File: config.mk
export PLATFORM = sky130hd
export DESIGN_NAME = bulk_refill_arbiter_flat
export DESIGN_NICKNAME = d
export VERILOG_FILES = /design/src/rtl/bulk_arb_pkg.sv /design/src/rtl/bulk_refill_arbiter_if.sv /design/src/rtl/rr_pick.sv /design/src/rtl/bulk_refill_arbiter.sv /design/src/flat_wrapper.sv
export SDC_FILE = /design/constraint.sdc
export NUM_CORES = 1
export LEC_CHECK = 0
export CORE_AREA = 5 5 212 214
export DETAILED_ROUTE_END_ITERATION = 16
export DIE_AREA = 0 0 217 219
export GPL_ROUTABILITY_DRIVEN = 0
export PLACE_DENSITY = 0.38
export SYNTH_ARGS = -nofsm -noshare
export SYNTH_HDL_FRONTEND = slang
export SYNTH_SLANG_ARGS = --single-unit
File: constraint.sdc
create_clock -name clk -period 2.3 [get_ports clk]
set_clock_uncertainty 0.1 [all_clocks]
set_input_delay 0.23 -clock clk [delete_from_list [all_inputs] [get_ports clk]]
set_output_delay 0.23 -clock clk [all_outputs]
set_load 0.1 [all_outputs]
File: src/rtl/bulk_arb_pkg.sv
// Shared types for the bulk refill arbiter: FSM state encoding and the latched burst descriptor.
package bulk_arb_pkg;

    // Burst descriptor storage widths; instance ADDR_W/LEN_W must not exceed these.
    localparam int unsigned MaxAddrW = 64;
    localparam int unsigned MaxLenW  = 8;

    typedef enum logic [2:0] {
        StIdle  = 3'd0,
        StAddr  = 3'd1,
        StRData = 3'd2,
        StWData = 3'd3,
        StWResp = 3'd4
    } arb_state_e;

    typedef struct packed {
        logic [MaxAddrW-1:0] addr;
        logic [MaxLenW-1:0]  len;
        logic                write;
    } burst_req_t;

endpackage

File: src/rtl/bulk_refill_arbiter_if.sv
// Requester-side and memory-side bulk bus bundle shared by the arbiter and its environment.
interface bulk_refill_arbiter_if #(
    parameter int unsigned NUM_REQ = 2,
    parameter int unsigned ADDR_W  = 64,
    parameter int unsigned DATA_W  = 64,
    parameter int unsigned LEN_W   = 8
);
    logic [NUM_REQ-1:0]        req_valid;
    logic [NUM_REQ-1:0]        req_ready;
    logic [NUM_REQ*ADDR_W-1:0] req_addr;
    logic [NUM_REQ*LEN_W-1:0]  req_len;
    logic [NUM_REQ-1:0]        req_write;
    logic [NUM_REQ*DATA_W-1:0] req_wdata;
    logic [NUM_REQ-1:0]        req_wvalid;
    logic [NUM_REQ-1:0]        req_wready;
    logic [DATA_W-1:0]         rsp_rdata;
    logic [NUM_REQ-1:0]        rsp_valid;
    logic                      rsp_last;
    logic [NUM_REQ-1:0]        rsp_ready;

    logic                      mem_valid;
    logic                      mem_ready;
    logic [ADDR_W-1:0]         mem_addr;
    logic [LEN_W-1:0]          mem_len;
    logic                      mem_write;
    logic [DATA_W-1:0]         mem_wdata;
    logic                      mem_wvalid;
    logic                      mem_wready;
    logic [DATA_W-1:0]         mem_rdata;
    logic                      mem_rvalid;
    logic                      mem_rready;
    logic                      mem_bvalid;

    // Arbiter view.
    modport master (
        input  req_valid, req_addr, req_len, req_write, req_wdata, req_wvalid, rsp_ready,
        input  mem_ready, mem_wready, mem_rdata, mem_rvalid, mem_bvalid,
        output req_ready, req_wready, rsp_rdata, rsp_valid, rsp_last,
        output mem_valid, mem_addr, mem_len, mem_write, mem_wdata, mem_wvalid, mem_rready
    );

    // Environment view: requesters plus memory adapter.
    modport slave (
        output req_valid, req_addr, req_len, req_write, req_wdata, req_wvalid, rsp_ready,
        output mem_ready, mem_wready, mem_rdata, mem_rvalid, mem_bvalid,
        input  req_ready, req_wready, rsp_rdata, rsp_valid, rsp_last,
        input  mem_valid, mem_addr, mem_len, mem_write, mem_wdata, mem_wvalid, mem_rready
    );

endinterface

File: src/rtl/rr_pick.sv
// Combinational round-robin picker: first set request at or above ptr_i, wrapping around.
module rr_pick #(
    parameter int unsigned NUM_REQ = 2,
    parameter int unsigned IdxW    = 1
) (
    input  logic [NUM_REQ-1:0] req_i,
    input  logic [IdxW-1:0]    ptr_i,
    output logic [NUM_REQ-1:0] gnt_o,
    output logic [IdxW-1:0]    idx_o
);

    localparam int unsigned CandW = IdxW + 1;

    logic [CandW-1:0] cand;
    logic             found;

    always_comb begin
        gnt_o = '0;
        idx_o = '0;
        found = 1'b0;
        cand  = '0;
        for (int unsigned off = 0; off < NUM_REQ; off++) begin
            cand = {1'b0, ptr_i} + CandW'(off);
            if (cand >= CandW'(NUM_REQ)) begin
                cand = cand - CandW'(NUM_REQ);
            end
            if (!found && req_i[cand[IdxW-1:0]]) begin
                found                  = 1'b1;
                idx_o                  = cand[IdxW-1:0];
                gnt_o[cand[IdxW-1:0]]  = 1'b1;
            end
        end
    end

endmodule

File: src/rtl/bulk_refill_arbiter.sv
// Round-robin arbiter sharing one bulk memory port among NUM_REQ refill/writeback requesters.
// Optional per-requester grant/wait counters when BULK_ARB_PERF_CNT_EN is defined.
module bulk_refill_arbiter
    import bulk_arb_pkg::*;
#(
    parameter int unsigned NUM_REQ = 2,
    parameter int unsigned ADDR_W  = 64,
    parameter int unsigned DATA_W  = 64,
    parameter int unsigned LEN_W   = 8
) (
    input  logic                   clk,
    input  logic                   rst,
    bulk_refill_arbiter_if.master  bus_io
`ifdef BULK_ARB_PERF_CNT_EN
    ,
    output logic [NUM_REQ*64-1:0]  perf_cnt_o
`endif
);

    localparam int unsigned IdxW = (NUM_REQ > 1) ? $clog2(NUM_REQ) : 1;

    arb_state_e        state_q, state_d;
    logic [IdxW-1:0]   rr_ptr_q, rr_ptr_d;
    logic [IdxW-1:0]   owner_q, owner_d;
    burst_req_t        burst_q, burst_d;
    logic [LEN_W-1:0]  beat_cnt_q, beat_cnt_d;

    logic [NUM_REQ-1:0] pick_gnt;
    logic [IdxW-1:0]    pick_idx;
    logic [IdxW-1:0]    ptr_wrap;
    logic [NUM_REQ-1:0] req_ready_int;
    logic               any_req;
    logic               last_beat;
    logic               rd_fire;
    logic               wr_fire;
    logic [DATA_W-1:0]  owner_wdata;

    rr_pick #(
        .NUM_REQ (NUM_REQ),
        .IdxW    (IdxW)
    ) u_rr_pick (
        .req_i (bus_io.req_valid),
        .ptr_i (rr_ptr_q),
        .gnt_o (pick_gnt),
        .idx_o (pick_idx)
    );

    assign any_req     = |bus_io.req_valid;
    assign last_beat   = (beat_cnt_q == burst_q.len[LEN_W-1:0]);
    assign rd_fire     = (state_q == StRData) && bus_io.mem_rvalid && bus_io.rsp_ready[owner_q];
    assign wr_fire     = (state_q == StWData) && bus_io.req_wvalid[owner_q] && bus_io.mem_wready;
    assign ptr_wrap    = (owner_q == IdxW'(NUM_REQ - 1)) ? '0 : owner_q + IdxW'(1);
    assign owner_wdata = bus_io.req_wdata[owner_q*DATA_W +: DATA_W];

    always_ff @(posedge clk) begin
        if (rst) begin
            state_q    <= StIdle;
            rr_ptr_q   <= '0;
            owner_q    <= '0;
            burst_q    <= '0;
            beat_cnt_q <= '0;
        end else begin
            state_q    <= state_d;
            rr_ptr_q   <= rr_ptr_d;
            owner_q    <= owner_d;
            burst_q    <= burst_d;
            beat_cnt_q <= beat_cnt_d;
        end
    end

    always_comb begin
        state_d    = state_q;
        rr_ptr_d   = rr_ptr_q;
        owner_d    = owner_q;
        burst_d    = burst_q;
        beat_cnt_d = beat_cnt_q;
        unique case (state_q)
            StIdle: begin
                if (any_req) begin
                    owner_d       = pick_idx;
                    burst_d.addr  = MaxAddrW'(bus_io.req_addr[pick_idx*ADDR_W +: ADDR_W]);
                    burst_d.len   = MaxLenW'(bus_io.req_len[pick_idx*LEN_W +: LEN_W]);
                    burst_d.write = bus_io.req_write[pick_idx];
                    state_d       = StAddr;
                end
            end
            StAddr: begin
                if (bus_io.mem_ready) begin
                    beat_cnt_d = '0;
                    state_d    = burst_q.write ? StWData : StRData;
                end
            end
            StRData: begin
                if (rd_fire) begin
                    if (last_beat) begin
                        state_d  = StIdle;
                        rr_ptr_d = ptr_wrap;
                    end else begin
                        beat_cnt_d = beat_cnt_q + LEN_W'(1);
                    end
                end
            end
            StWData: begin
                if (wr_fire) begin
                    if (last_beat) begin
                        state_d = StWResp;
                    end else begin
                        beat_cnt_d = beat_cnt_q + LEN_W'(1);
                    end
                end
            end
            StWResp: begin
                if (bus_io.mem_bvalid) begin
                    state_d  = StIdle;
                    rr_ptr_d = ptr_wrap;
                end
            end
            default: state_d = StIdle;
        endcase
    end

    // Everything outside the owner's current phase is held at zero.
    always_comb begin
        req_ready_int     = '0;
        bus_io.req_wready = '0;
        bus_io.rsp_valid  = '0;
        bus_io.rsp_rdata  = '0;
        bus_io.rsp_last   = 1'b0;
        bus_io.mem_valid  = 1'b0;
        bus_io.mem_wdata  = '0;
        bus_io.mem_wvalid = 1'b0;
        bus_io.mem_rready = 1'b0;
        unique case (state_q)
            StIdle: req_ready_int = pick_gnt;
            StAddr: bus_io.mem_valid = 1'b1;
            StRData: begin
                bus_io.mem_rready         = bus_io.rsp_ready[owner_q];
                bus_io.rsp_rdata          = bus_io.mem_rdata;
                bus_io.rsp_valid[owner_q] = bus_io.mem_rvalid;
                bus_io.rsp_last           = last_beat;
            end
            StWData: begin
                bus_io.mem_wdata           = owner_wdata;
                bus_io.mem_wvalid          = bus_io.req_wvalid[owner_q];
                bus_io.req_wready[owner_q] = bus_io.mem_wready;
            end
            StWResp: begin
                bus_io.rsp_valid[owner_q] = bus_io.mem_bvalid;
                bus_io.rsp_last           = bus_io.mem_bvalid;
            end
            default: ;
        endcase
    end

    assign bus_io.req_ready = req_ready_int;
    assign bus_io.mem_addr  = burst_q.addr[ADDR_W-1:0];
    assign bus_io.mem_len   = burst_q.len[LEN_W-1:0];
    assign bus_io.mem_write = burst_q.write;

`ifdef BULK_ARB_PERF_CNT_EN
    logic [31:0] grants_q [NUM_REQ];
    logic [31:0] wait_q   [NUM_REQ];

    always_ff @(posedge clk) begin
        for (int unsigned i = 0; i < NUM_REQ; i++) begin
            if (rst) begin
                grants_q[i] <= '0;
                wait_q[i]   <= '0;
            end else begin
                if (req_ready_int[i] && (grants_q[i] != '1)) begin
                    grants_q[i] <= grants_q[i] + 32'd1;
                end
                if (bus_io.req_valid[i] && !req_ready_int[i] && (wait_q[i] != '1)) begin
                    wait_q[i] <= wait_q[i] + 32'd1;
                end
            end
        end
    end

    for (genvar g = 0; g < NUM_REQ; g++) begin : g_perf
        assign perf_cnt_o[g*64 +: 64] = {wait_q[g], grants_q[g]};
    end
`endif

endmodule
File: src/flat_wrapper.sv
// flat-port wrapper written by rule: the top's interface ports become plain ports
module bulk_refill_arbiter_flat import bulk_arb_pkg::*;
#(
    parameter int unsigned NUM_REQ = 2,
    parameter int unsigned ADDR_W  = 64,
    parameter int unsigned DATA_W  = 64,
    parameter int unsigned LEN_W   = 8
)
  (clk, rst, bus_io_req_valid, bus_io_req_addr, bus_io_req_len, bus_io_req_write, bus_io_req_wdata, bus_io_req_wvalid, bus_io_rsp_ready, bus_io_mem_ready, bus_io_mem_wready, bus_io_mem_rdata, bus_io_mem_rvalid, bus_io_mem_bvalid, bus_io_req_ready, bus_io_req_wready, bus_io_rsp_rdata, bus_io_rsp_valid, bus_io_rsp_last, bus_io_mem_valid, bus_io_mem_addr, bus_io_mem_len, bus_io_mem_write, bus_io_mem_wdata, bus_io_mem_wvalid, bus_io_mem_rready);
  bulk_refill_arbiter_if #(.NUM_REQ(NUM_REQ), .ADDR_W(ADDR_W), .DATA_W(DATA_W), .LEN_W(LEN_W)) bus_io_i ();
  input  logic clk;
  input  logic rst;
  input wire logic [$bits(bus_io_i.req_valid)-1:0] bus_io_req_valid;
  input wire logic [$bits(bus_io_i.req_addr)-1:0] bus_io_req_addr;
  input wire logic [$bits(bus_io_i.req_len)-1:0] bus_io_req_len;
  input wire logic [$bits(bus_io_i.req_write)-1:0] bus_io_req_write;
  input wire logic [$bits(bus_io_i.req_wdata)-1:0] bus_io_req_wdata;
  input wire logic [$bits(bus_io_i.req_wvalid)-1:0] bus_io_req_wvalid;
  input wire logic [$bits(bus_io_i.rsp_ready)-1:0] bus_io_rsp_ready;
  input wire logic [$bits(bus_io_i.mem_ready)-1:0] bus_io_mem_ready;
  input wire logic [$bits(bus_io_i.mem_wready)-1:0] bus_io_mem_wready;
  input wire logic [$bits(bus_io_i.mem_rdata)-1:0] bus_io_mem_rdata;
  input wire logic [$bits(bus_io_i.mem_rvalid)-1:0] bus_io_mem_rvalid;
  input wire logic [$bits(bus_io_i.mem_bvalid)-1:0] bus_io_mem_bvalid;
  output wire logic [$bits(bus_io_i.req_ready)-1:0] bus_io_req_ready;
  output wire logic [$bits(bus_io_i.req_wready)-1:0] bus_io_req_wready;
  output wire logic [$bits(bus_io_i.rsp_rdata)-1:0] bus_io_rsp_rdata;
  output wire logic [$bits(bus_io_i.rsp_valid)-1:0] bus_io_rsp_valid;
  output wire logic [$bits(bus_io_i.rsp_last)-1:0] bus_io_rsp_last;
  output wire logic [$bits(bus_io_i.mem_valid)-1:0] bus_io_mem_valid;
  output wire logic [$bits(bus_io_i.mem_addr)-1:0] bus_io_mem_addr;
  output wire logic [$bits(bus_io_i.mem_len)-1:0] bus_io_mem_len;
  output wire logic [$bits(bus_io_i.mem_write)-1:0] bus_io_mem_write;
  output wire logic [$bits(bus_io_i.mem_wdata)-1:0] bus_io_mem_wdata;
  output wire logic [$bits(bus_io_i.mem_wvalid)-1:0] bus_io_mem_wvalid;
  output wire logic [$bits(bus_io_i.mem_rready)-1:0] bus_io_mem_rready;
  assign bus_io_i.req_valid = bus_io_req_valid;
  assign bus_io_i.req_addr = bus_io_req_addr;
  assign bus_io_i.req_len = bus_io_req_len;
  assign bus_io_i.req_write = bus_io_req_write;
  assign bus_io_i.req_wdata = bus_io_req_wdata;
  assign bus_io_i.req_wvalid = bus_io_req_wvalid;
  assign bus_io_i.rsp_ready = bus_io_rsp_ready;
  assign bus_io_i.mem_ready = bus_io_mem_ready;
  assign bus_io_i.mem_wready = bus_io_mem_wready;
  assign bus_io_i.mem_rdata = bus_io_mem_rdata;
  assign bus_io_i.mem_rvalid = bus_io_mem_rvalid;
  assign bus_io_i.mem_bvalid = bus_io_mem_bvalid;
  assign bus_io_req_ready = bus_io_i.req_ready;
  assign bus_io_req_wready = bus_io_i.req_wready;
  assign bus_io_rsp_rdata = bus_io_i.rsp_rdata;
  assign bus_io_rsp_valid = bus_io_i.rsp_valid;
  assign bus_io_rsp_last = bus_io_i.rsp_last;
  assign bus_io_mem_valid = bus_io_i.mem_valid;
  assign bus_io_mem_addr = bus_io_i.mem_addr;
  assign bus_io_mem_len = bus_io_i.mem_len;
  assign bus_io_mem_write = bus_io_i.mem_write;
  assign bus_io_mem_wdata = bus_io_i.mem_wdata;
  assign bus_io_mem_wvalid = bus_io_i.mem_wvalid;
  assign bus_io_mem_rready = bus_io_i.mem_rready;
  bulk_refill_arbiter #(.NUM_REQ(NUM_REQ), .ADDR_W(ADDR_W), .DATA_W(DATA_W), .LEN_W(LEN_W)) u_core (.clk(clk), .rst(rst), .bus_io(bus_io_i));
endmodule
==> impl_metrics.csv, run 1 <==
group,metric,value,unit
global_routing,grt-ovfl-total,0,
sta,hold_viol_final,0,
worst_setup_path,cp.required,1.97,ns
clock_tree,cts_hold_buffers,0,
power,seqPwrFrac,16.1,%
sta,worst_slack,0.1101,ns
finish,fin_cells,1759,
logic_synthesis,yosys.area_share.adder,0.2253,%
finish,layout-drive-gt1-share,24.69,%
clock_tree,clk_pin_slew,0.07,ns
drt,remaining_drc_errors,0,
placement,port_buffers,560,
drt,drt-initial-drc-count,176,
drt,avgRoutedWirePerCell,20.50,um
drt,ant_nets,0,
worst_setup_path,cpMaxStageDelayCell,"dfxtp_1",
placement,hpwl,30130,um
finish,finish.instance_area,13610,um2
die,die_y,219,um
sta,max_freq,0.4566,GHz
logic_synthesis,synth.ff_latch_count,86,
sta,worstMarginPinSlew,0.5065,ns
logic_synthesis,syn_area_per_cell,8.375,um2
clock_tree,clock-sinks,86,
power,clkPwrFrac,11.0,%
logic_synthesis,async_reset_ff_share,0,%
placement,post-place-cells,1736,
worst_setup_path,critPathKind,"register to output port",
placement,dpl_cell_area,13220,um2
global_routing,grt_max_degree,66,
die,die_area,47520,um2
finish,final_core_util,31.89,%
worst_setup_path,cp_common_cell,"buf_12",
worst_setup_path,cp.arrival,1.86,ns
logic_synthesis,syn_nets,1014,
worst_setup_path,cp-end-kind,"output port",
placement,dp_slack,0.1879,ns
die,start_util,13.01,%
finish,nNetsFinal,1557,
die,num_io_pins,561,
clock_tree,cts_tree,"done",
power,power,14.31,mW
logic_synthesis,synth.area.mux_share,25.44,%
logic_synthesis,ys.flop_type,"dfxtp_1",
worst_setup_path,crit_fanout,32,
drt,firstDrtPassIters,4,
logic_synthesis,synthSimpleGateAreaFrac,23.50,%
sta,period_needed,2.190,ns
global_routing,antenna_found_initial,1,
logic_synthesis,synthXorXnorAreaFrac,1.262,%
min_path,whs_path_depth,2,
logic_synthesis,ys_warn_count,0,
worst_setup_path,crit_end,"bus_io_rsp_rdata[47]",
power,p_per_area,1051,nW/um2
worst_setup_path,cpPeakStageDelay,0.44,ns
worst_setup_path,timing.rr.start,"u_core.beat_cnt_q[6]",
min_path,hold_path_class,"primary input to register",
clock_tree,numCtsBuffers,9,
sta,slew_violations,0,
global_routing,grt_usage,13.94,%
global_routing,grt_pass1_wl,49590,um
worst_setup_path,crit_path_start,"u_core.state_q[0]",
power,p_int,6.003,mW
worst_setup_path,r2r_end,"u_core.beat_cnt_q[5]",
drt,num_vias,6826,
logic_synthesis,seq_area_frac_synth,31.00,%
worst_setup_path,startpoint_type,"register",
run_status,status,"complete, no violations",
clock_tree,cts-root-buf,"clkbuf_16",
logic_synthesis,syn_inst,663,
clock_tree,cts.path.max_buffers,2,
worst_setup_path,r2r_slack,0.26,ns
finish,final_common_cell,"clkdlybuf4s50_1",
logic_synthesis,syn_area,5553,um2
power,power_switching,8.308,mW
die,coreArea,42700,um2
sta,tns,0,ns
logic_synthesis,synth_compound_area_share,13.63,%
power,ir_drop,0.0006854,V
sta,rsz0062_at_grt,"no",
job,cap_violations,0,
global_routing,grt_pass1_vias,6884,
logic_synthesis,synth_cell_types,41,
clock_tree,clk_latency,0.35,ns
drt,viasPerCell,3.881,
sta,slew_headroom,66.23,%
worst_setup_path,reg2regPathDepth,6,
clock_tree,cts_max_level,3,
power,p_leak,5.571,nW
finish,syn_to_final_growth,145.2,%
sta,hold_slack,0.1164,ns
worst_setup_path,path_cells,"nor3b_4 -> buf_12 -> buf_12 -> and2_1 -> buf_12",
die,rows,76,
finish,nFillCells,4426,
die,die_w,217,um
sta,finalSetupViolCount,0,
finish,final_cell_mix,"clkdlybuf4s50_1 (348), buf_12 (148), nor2_1 (141)",
power,switching_share,58.05,%
sta,period_share,95.21,%
power,p_comb_share,72.9,%
logic_synthesis,synth-edff-count,0,
drt,wirelength,36060,um
logic_synthesis,synth_top_family_by_area,"multiplexers",
worst min-delay path by stage:
| stage | from | to | slack [ns] |
|---|---|---|---|
| after floorplan | bus_io_mem_bvalid | u_core.state_q[2] | 0.32 |
| after global placement | u_core.bus_io.mem_addr[20] | u_core.bus_io.mem_addr[20] | 0.39 |
| after detailed placement | u_core.bus_io.mem_addr[3] | u_core.bus_io.mem_addr[3] | 0.39 |
| after CTS | rst | u_core.rr_ptr_q | 0.10 |
| after global routing | rst | u_core.state_q[0] | 0.13 |
| final | rst | u_core.rr_ptr_q | 0.12 |
layout make-up:
cell class	instances	area, um2	area share (%)
repair buffers	590	7167	52.64
multi-input cells	513	3671	26.96
flip-flops and latches	86	1760	12.93
well taps	546	683.2	5.018
clock buffers	9	225.2	1.654
clock inverters	7	80.08	0.5882
inverters	6	22.52	0.1654
diodes	2	5.005	0.03676
repair_timing:
item,in CTS,in global routing
endpoints found under the setup margin,5,90
cloned,0,1
resized for setup,3,4
pin swaps,2,0
setup buffers,2,2
kinds of logic (layout without fill, tap and decap cells):
| kind of cell | after synthesis | count (layout) |
|---|---|---|
| AO/OA/AOI/OAI | 99 | 99 |
| XOR/XNOR | 8 | 8 |
| adder cells (fa/ha/maj) | 1 | 1 |
| buffers and inverters | 64 | 612 |
| flip-flops | 86 | 86 |
| multiplexers | 141 | 141 |
| other | 0 | 2 |
| AND/OR/NAND/NOR | 264 | 264 |
cell usage after synthesis, drive strengths merged, types with 3 or more instances:
library cell / number / area share, %
buf: 32 / 2.8
nor3: 6 / 0.83
and3: 9 / 1.0
nor4: 5 / 1.1
nand2b: 3 / 0.34
nor2b: 5 / 0.56
o21ai: 3 / 0.27
inv: 6 / 0.41
nor2: 149 / 10
xor2: 8 / 1.3
o21a: 3 / 0.41
a211oi: 75 / 10
mux2i: 140 / 25
dfxtp: 86 / 31
nand2: 8 / 0.54
nor3b: 3 / 0.41
a221o: 4 / 0.72
a21oi: 7 / 0.70
nand3: 4 / 0.36
and2: 66 / 7.4
clkbuf: 26 / 1.8
critical path, delay by kind of cell, from the launching register on:
family,cells,cell delay (ns)
simple gates,2,0.51
buf+inv,3,0.51
flops,1,0.44
power groups by stage:
stage / Combinational (mW) / Clock [mW] / Sequential [mW]
after floorplan: 3.95 / 0 / 5.38
after global placement: 10.5 / 0 / 2.33
after detailed placement: 10.4 / 0 / 2.34
after CTS: 10.5 / 1.65 / 2.32
after global routing: 10.9 / 1.70 / 2.38
final: 10.4 / 1.57 / 2.31
layer usage:
metal	share of wire [%]	vias up	routed length [um]	track usage, %
met5	0	-	0	0
met4	0.62	0	225	2.296
met3	8.5	13	3068	5.215
met2	52	295	18770	25.62
met1	39	3091	14000	15.63
li1	-	3427	-	-
registers in the layout, summed over array words and instances (netlist names):
signal / flops
u_core.beat_cnt_q: 8
u_core.bus_io.mem_addr: 64
u_core.bus_io.mem_len: 8
u_core.bus_io.mem_write: 1
u_core.owner_q: 1
u_core.rr_ptr_q: 1
u_core.state_q: 3
(Power assumes the default switching activity.)
==> inputs of run 2 (changes only) <==
--- a/config.mk
+++ b/config.mk
@@ -5,9 +5,10 @@
 export SDC_FILE = /design/constraint.sdc
 export NUM_CORES = 1
 export LEC_CHECK = 0
-export CORE_AREA = 5 5 212 214
+export ABC_AREA = 1
+export CORE_AREA = 5 5 216 218
 export DETAILED_ROUTE_END_ITERATION = 16
-export DIE_AREA = 0 0 217 219
+export DIE_AREA = 0 0 221 223
 export GPL_ROUTABILITY_DRIVEN = 0
 export PLACE_DENSITY = 0.38
 export SYNTH_ARGS = -nofsm -noshare
==> run 2 against run 1 <==
  * Synthesized area increased by 7.0%
  * Cell area increased by 5.9%
  * Final cell count increased by 26%
  * Largest cell class unchanged
  * First-iteration DRC count increased by 84%
==> impl_metrics.csv, run 2 <==
group,metric,value,unit
clock_tree,numCtsBuffers,9,
sta,finalSetupViolCount,0,
die,die_w,221,um
worst_setup_path,crit_fanout,8,
power,switching_share,60.34,%
drt,remaining_drc_errors,0,
logic_synthesis,ys_warn_count,0,
finish,largest_reg_flops,64,
global_routing,grt_usage,16.12,%
logic_synthesis,syn_nets,1418,
power,ir_drop,0.0007994,V
sta,max_freq,0.4503,GHz
worst_setup_path,r2r_slack,0.51,ns
finish,layout-drive-gt1-share,22.45,%
logic_synthesis,yosysMostFrequentCell,"nand2_1",
worst_setup_path,cpPeakStageDelay,0.36,ns
sta,slew_headroom,64.02,%
finish,syn_to_final_growth,142.5,%
global_routing,antenna_found_initial,12,
logic_synthesis,syn_inst,1067,
global_routing,grt_pass1_wl,59890,um
sta,hold_slack,0.3104,ns
min_path,hold_path_class,"primary input to register",
clock_tree,cts.path.max_buffers,2,
power,p_int,6.797,mW
finish,fin_cells,2213,
worst_setup_path,path_cells,"inv_2 -> nor2_4 -> clkinv_4 -> nor2_4 -> clkinv_8 -> buf_8 -> buf_4 -> nor2_4 -> buf_12",
worst_setup_path,cp_common_cell,"nor2_4",
finish,final_cell_mix,"nand2_1 (389), clkdlybuf4s50_1 (349), inv_1 (156)",
die,start_util,13.29,%
worst_setup_path,cp.arrival,1.89,ns
worst_setup_path,critPathBufInv,6,
finish,final_core_util,32.24,%
clock_tree,cts-root-buf,"clkbuf_16",
worst_setup_path,cpMaxStageDelayCell,"dfxtp_4",
drt,ant_nets,0,
logic_synthesis,synth_cell_types,36,
clock_tree,clock-sinks,86,
finish,nNetsFinal,1956,
die,rows,78,
power,p_leak,6.726,nW
power,p_comb_share,75.3,%
finish,nFillCells,4813,
worst_setup_path,cp-end-kind,"output port",
logic_synthesis,syn_area_per_cell,5.569,um2
die,coreArea,44700,um2
die,num_io_pins,561,
logic_synthesis,synth_area_leaders,"dfxtp_1 (29%), nand2_1 (25%), a21oi_1 (12%)",
drt,drt-initial-drc-count,323,
power,p_per_area,1189,nW/um2
clock_tree,cts_max_level,3,
global_routing,grt_max_degree,69,
sta,period_needed,2.221,ns
drt,viasPerCell,3.901,
placement,port_buffers,560,
worst_setup_path,cp.required,1.97,ns
drt,num_vias,8632,
placement,hpwl,34270,um
finish,final_common_cell,"nand2_1",
drt,firstDrtPassIters,5,
job,cap_violations,0,
power,seqPwrFrac,14.7,%
clock_tree,clk_latency,0.37,ns
die,die_area,49280,um2
logic_synthesis,synth-edff-count,0,
power,clkPwrFrac,10.1,%
logic_synthesis,synth.ff_latch_count,86,
logic_synthesis,synthTopCellsByCount,"nand2_1 (389), inv_1 (160), a21oi_1 (147)",
logic_synthesis,synth_top_cell_area_share,28.97,%
worst_setup_path,critPathKind,"register to output port",
finish,multiInputGateArea,3671,um2
drt,wirelength,41990,um
clock_tree,cts_tree,"done",
sta,slew_violations,0,
sta,worstMarginPinSlew,0.5362,ns
finish,register_area,1739,um2
power,power,17.14,mW
worst_setup_path,cpLargestDelayFamily,"buffers and inverters",
logic_synthesis,async_reset_ff_share,0,%
logic_synthesis,ys.flop_type,"dfxtp_1",
die,die_y,223,um
sta,rsz0062_at_grt,"yes",
sta,hold_viol_final,0,
logic_synthesis,syn_area,5942,um2
worst_setup_path,startpoint_type,"register",
power,power_switching,10.34,mW
logic_synthesis,synth_largest_area_cell,"dfxtp_1",
global_routing,grt-ovfl-total,0,
logic_synthesis,seq_area_frac_synth,28.97,%
placement,post-place-cells,2181,
global_routing,grt_pass1_vias,8533,
sta,period_share,96.56,%
drt,avgRoutedWirePerCell,18.97,um
run_status,status,"complete, no violations",
clock_tree,clk_pin_slew,0.07,ns
==> run 2: changes by cell type in the layout (fill, tap and decap cells not counted), moves of 9 or more <==
cell and change:
nand2_1 +382, inv_1 +150, a21oi_1 +141, mux2i_1 -139, nor2_1 -111, a211oi_1 -72, o21ai_0 +68, and2_1 -65
nor2_4 +39, nor2_2 +18, and3_1 -9
==> run 2: path summary, 6_finish.rpt <==
path | to | cells past startpoint | start
setup / recovery | bus_io_rsp_rdata[29] | 9 | u_core.state_q[1]
hold / removal | u_core.bus_io.mem_addr[55] | 3 | bus_io_req_addr[55]
setup reg to reg | u_core.state_q[1] | 10 | u_core.beat_cnt_q[6]
hold reg to reg | u_core.bus_io.mem_len[1] | 2 | u_core.bus_io.mem_len[1]
==> run 2: through the flow <==
stage	instance area, um2	setup slack [ns]	TNS (ns)
finish	14410	0.07917	0
CTS	14250	-0.006479	-0.01235
global route	14410	-0.01959	-0.03474
floorplan	6326	-0.3695	-11.15
global placement	13890	0.06110	0
detailed placement	13890	0.03822	0
==> run 2: logic make-up after synthesis <==
logic type | count (synthesis) | synth area share, %
adder cells (fa/ha/maj) | 1 | 0.2105
flip-flops | 86 | 28.97
buffers and inverters | 236 | 16.53
XOR/XNOR | 4 | 0.5897
AO/OA/AOI/OAI | 234 | 20.45
AND/OR/NAND/NOR | 506 | 33.25
==> run 2: per-layer routing <==
layer | global-route usage (%) | up-vias | share of wire [%]
met2 | 27.95 | 369 | 49
li1 | - | 4334 | -
met4 | 5.722 | 14 | 2.6
met1 | 17.76 | 3864 | 39
met5 | 0 | - | 0.19
met3 | 6.763 | 51 | 9.2
==> run 2: cell type report <==
| class | instances | area share, % |
|---|---|---|
| Antenna cell | 5 | 0.08682 |
| Multi-Input combinational cell | 745 | 25.47 |
| Tap cell | 600 | 5.209 |
| Timing Repair Buffer | 596 | 50.41 |
| Clock buffer | 10 | 1.589 |
| Inverter | 167 | 4.489 |
| Clock inverter | 4 | 0.6772 |
| Sequential cell | 86 | 12.07 |
==> run 2: timing repair <==
action	4_1_cts	5_1_grt
setup endpoints to repair	111	73
hold buffers	0	0
setup buffers	1	12
resized for setup	10	23
pin swaps	1	2
==> run 2: tightest hold or removal path, cell delays in order <==
cell	delay (ns)
clkdlybuf4s50_1	0.39
nand2_1	0.06
a21oi_1	0.06
==> run 2: power by group through the flow <==
stage / logic [mW] / clock network, mW / registers, mW
global placement: 12.9 / 0 / 2.53
global route: 13.6 / 1.84 / 2.60
floorplan: 5.37 / 0 / 5.80
CTS: 12.9 / 1.81 / 2.53
finish: 12.9 / 1.72 / 2.51
detailed placement: 12.9 / 0 / 2.54
==> RTL change (settings of run 1) <==
`NUM_REQ` is set to 2 in 4 places; all go to 4.
--- a/src/rtl/bulk_refill_arbiter_if.sv
+++ b/src/rtl/bulk_refill_arbiter_if.sv
@@ -1,5 +1,5 @@
 // Requester-side and memory-side bulk bus bundle shared by the arbiter and its environment.
 interface bulk_refill_arbiter_if #(
-    parameter int unsigned NUM_REQ = 2,
+    parameter int unsigned NUM_REQ = 4,
     parameter int unsigned ADDR_W  = 64,
     parameter int unsigned DATA_W  = 64,
--- a/src/rtl/rr_pick.sv
+++ b/src/rtl/rr_pick.sv
@@ -1,5 +1,5 @@
 // Combinational round-robin picker: first set request at or above ptr_i, wrapping around.
 module rr_pick #(
-    parameter int unsigned NUM_REQ = 2,
+    parameter int unsigned NUM_REQ = 4,
     parameter int unsigned IdxW    = 1
 ) (
--- a/src/rtl/bulk_refill_arbiter.sv
+++ b/src/rtl/bulk_refill_arbiter.sv
@@ -4,5 +4,5 @@
     import bulk_arb_pkg::*;
 #(
-    parameter int unsigned NUM_REQ = 2,
+    parameter int unsigned NUM_REQ = 4,
     parameter int unsigned ADDR_W  = 64,
     parameter int unsigned DATA_W  = 64,
--- a/src/flat_wrapper.sv
+++ b/src/flat_wrapper.sv
@@ -2,5 +2,5 @@
 module bulk_refill_arbiter_flat import bulk_arb_pkg::*;
 #(
-    parameter int unsigned NUM_REQ = 2,
+    parameter int unsigned NUM_REQ = 4,
     parameter int unsigned ADDR_W  = 64,
     parameter int unsigned DATA_W  = 64,
Ports: changed (10 resized); port bits go from 561 to 847. No check against the original RTL was run, so the function may have changed too.
==> RTL change against run 1 <==
The flow now stops in 3_2_place_iop; synthesized area grew 69%.
==> RTL change: results (changes against run 1) <==
status - did not finish
Exit stage - 3_2_place_iop
error msg - [ERROR PPL-0024] Number of IO pins (847) exceeds maximum number of available positions (782). Increase the die perimeter from 872.00um to 1151.92um.
Net Count, Synth - 1,695 (+67%)
Avg Cell Area, Syn - 8.93 sq um (+6.6%)
Post-synth ARST share - 0% (unchanged)
Unique masters post-synth - 57 (+39%)
DIE WIDTH - 217 um (unchanged)
sequential fraction of the synthesis area - 18.7% (-12 points)
Post-synth top cells - and2_1 (138), dfxtp_1 (88), clkbuf_1 (78)
Syn. warnings - 0 (unchanged)
post-synthesis register bit count - 88 (+2.3%)
Synth area leaders - dfxtp_1 (19%), mux4_2 (16%), and2_1 (9.2%)
Synth Flop Type - dfxtp_1
RTL change: cell families after synthesis:
group	after synthesis	share of synthesized area (%)
mux	157	26.4
compound gates	231	20.2
fa+ha+maj	12	1.60
buf+inv	134	6.56
xor+xnor	14	1.30
simple gates	417	25.2
flops	88	18.7
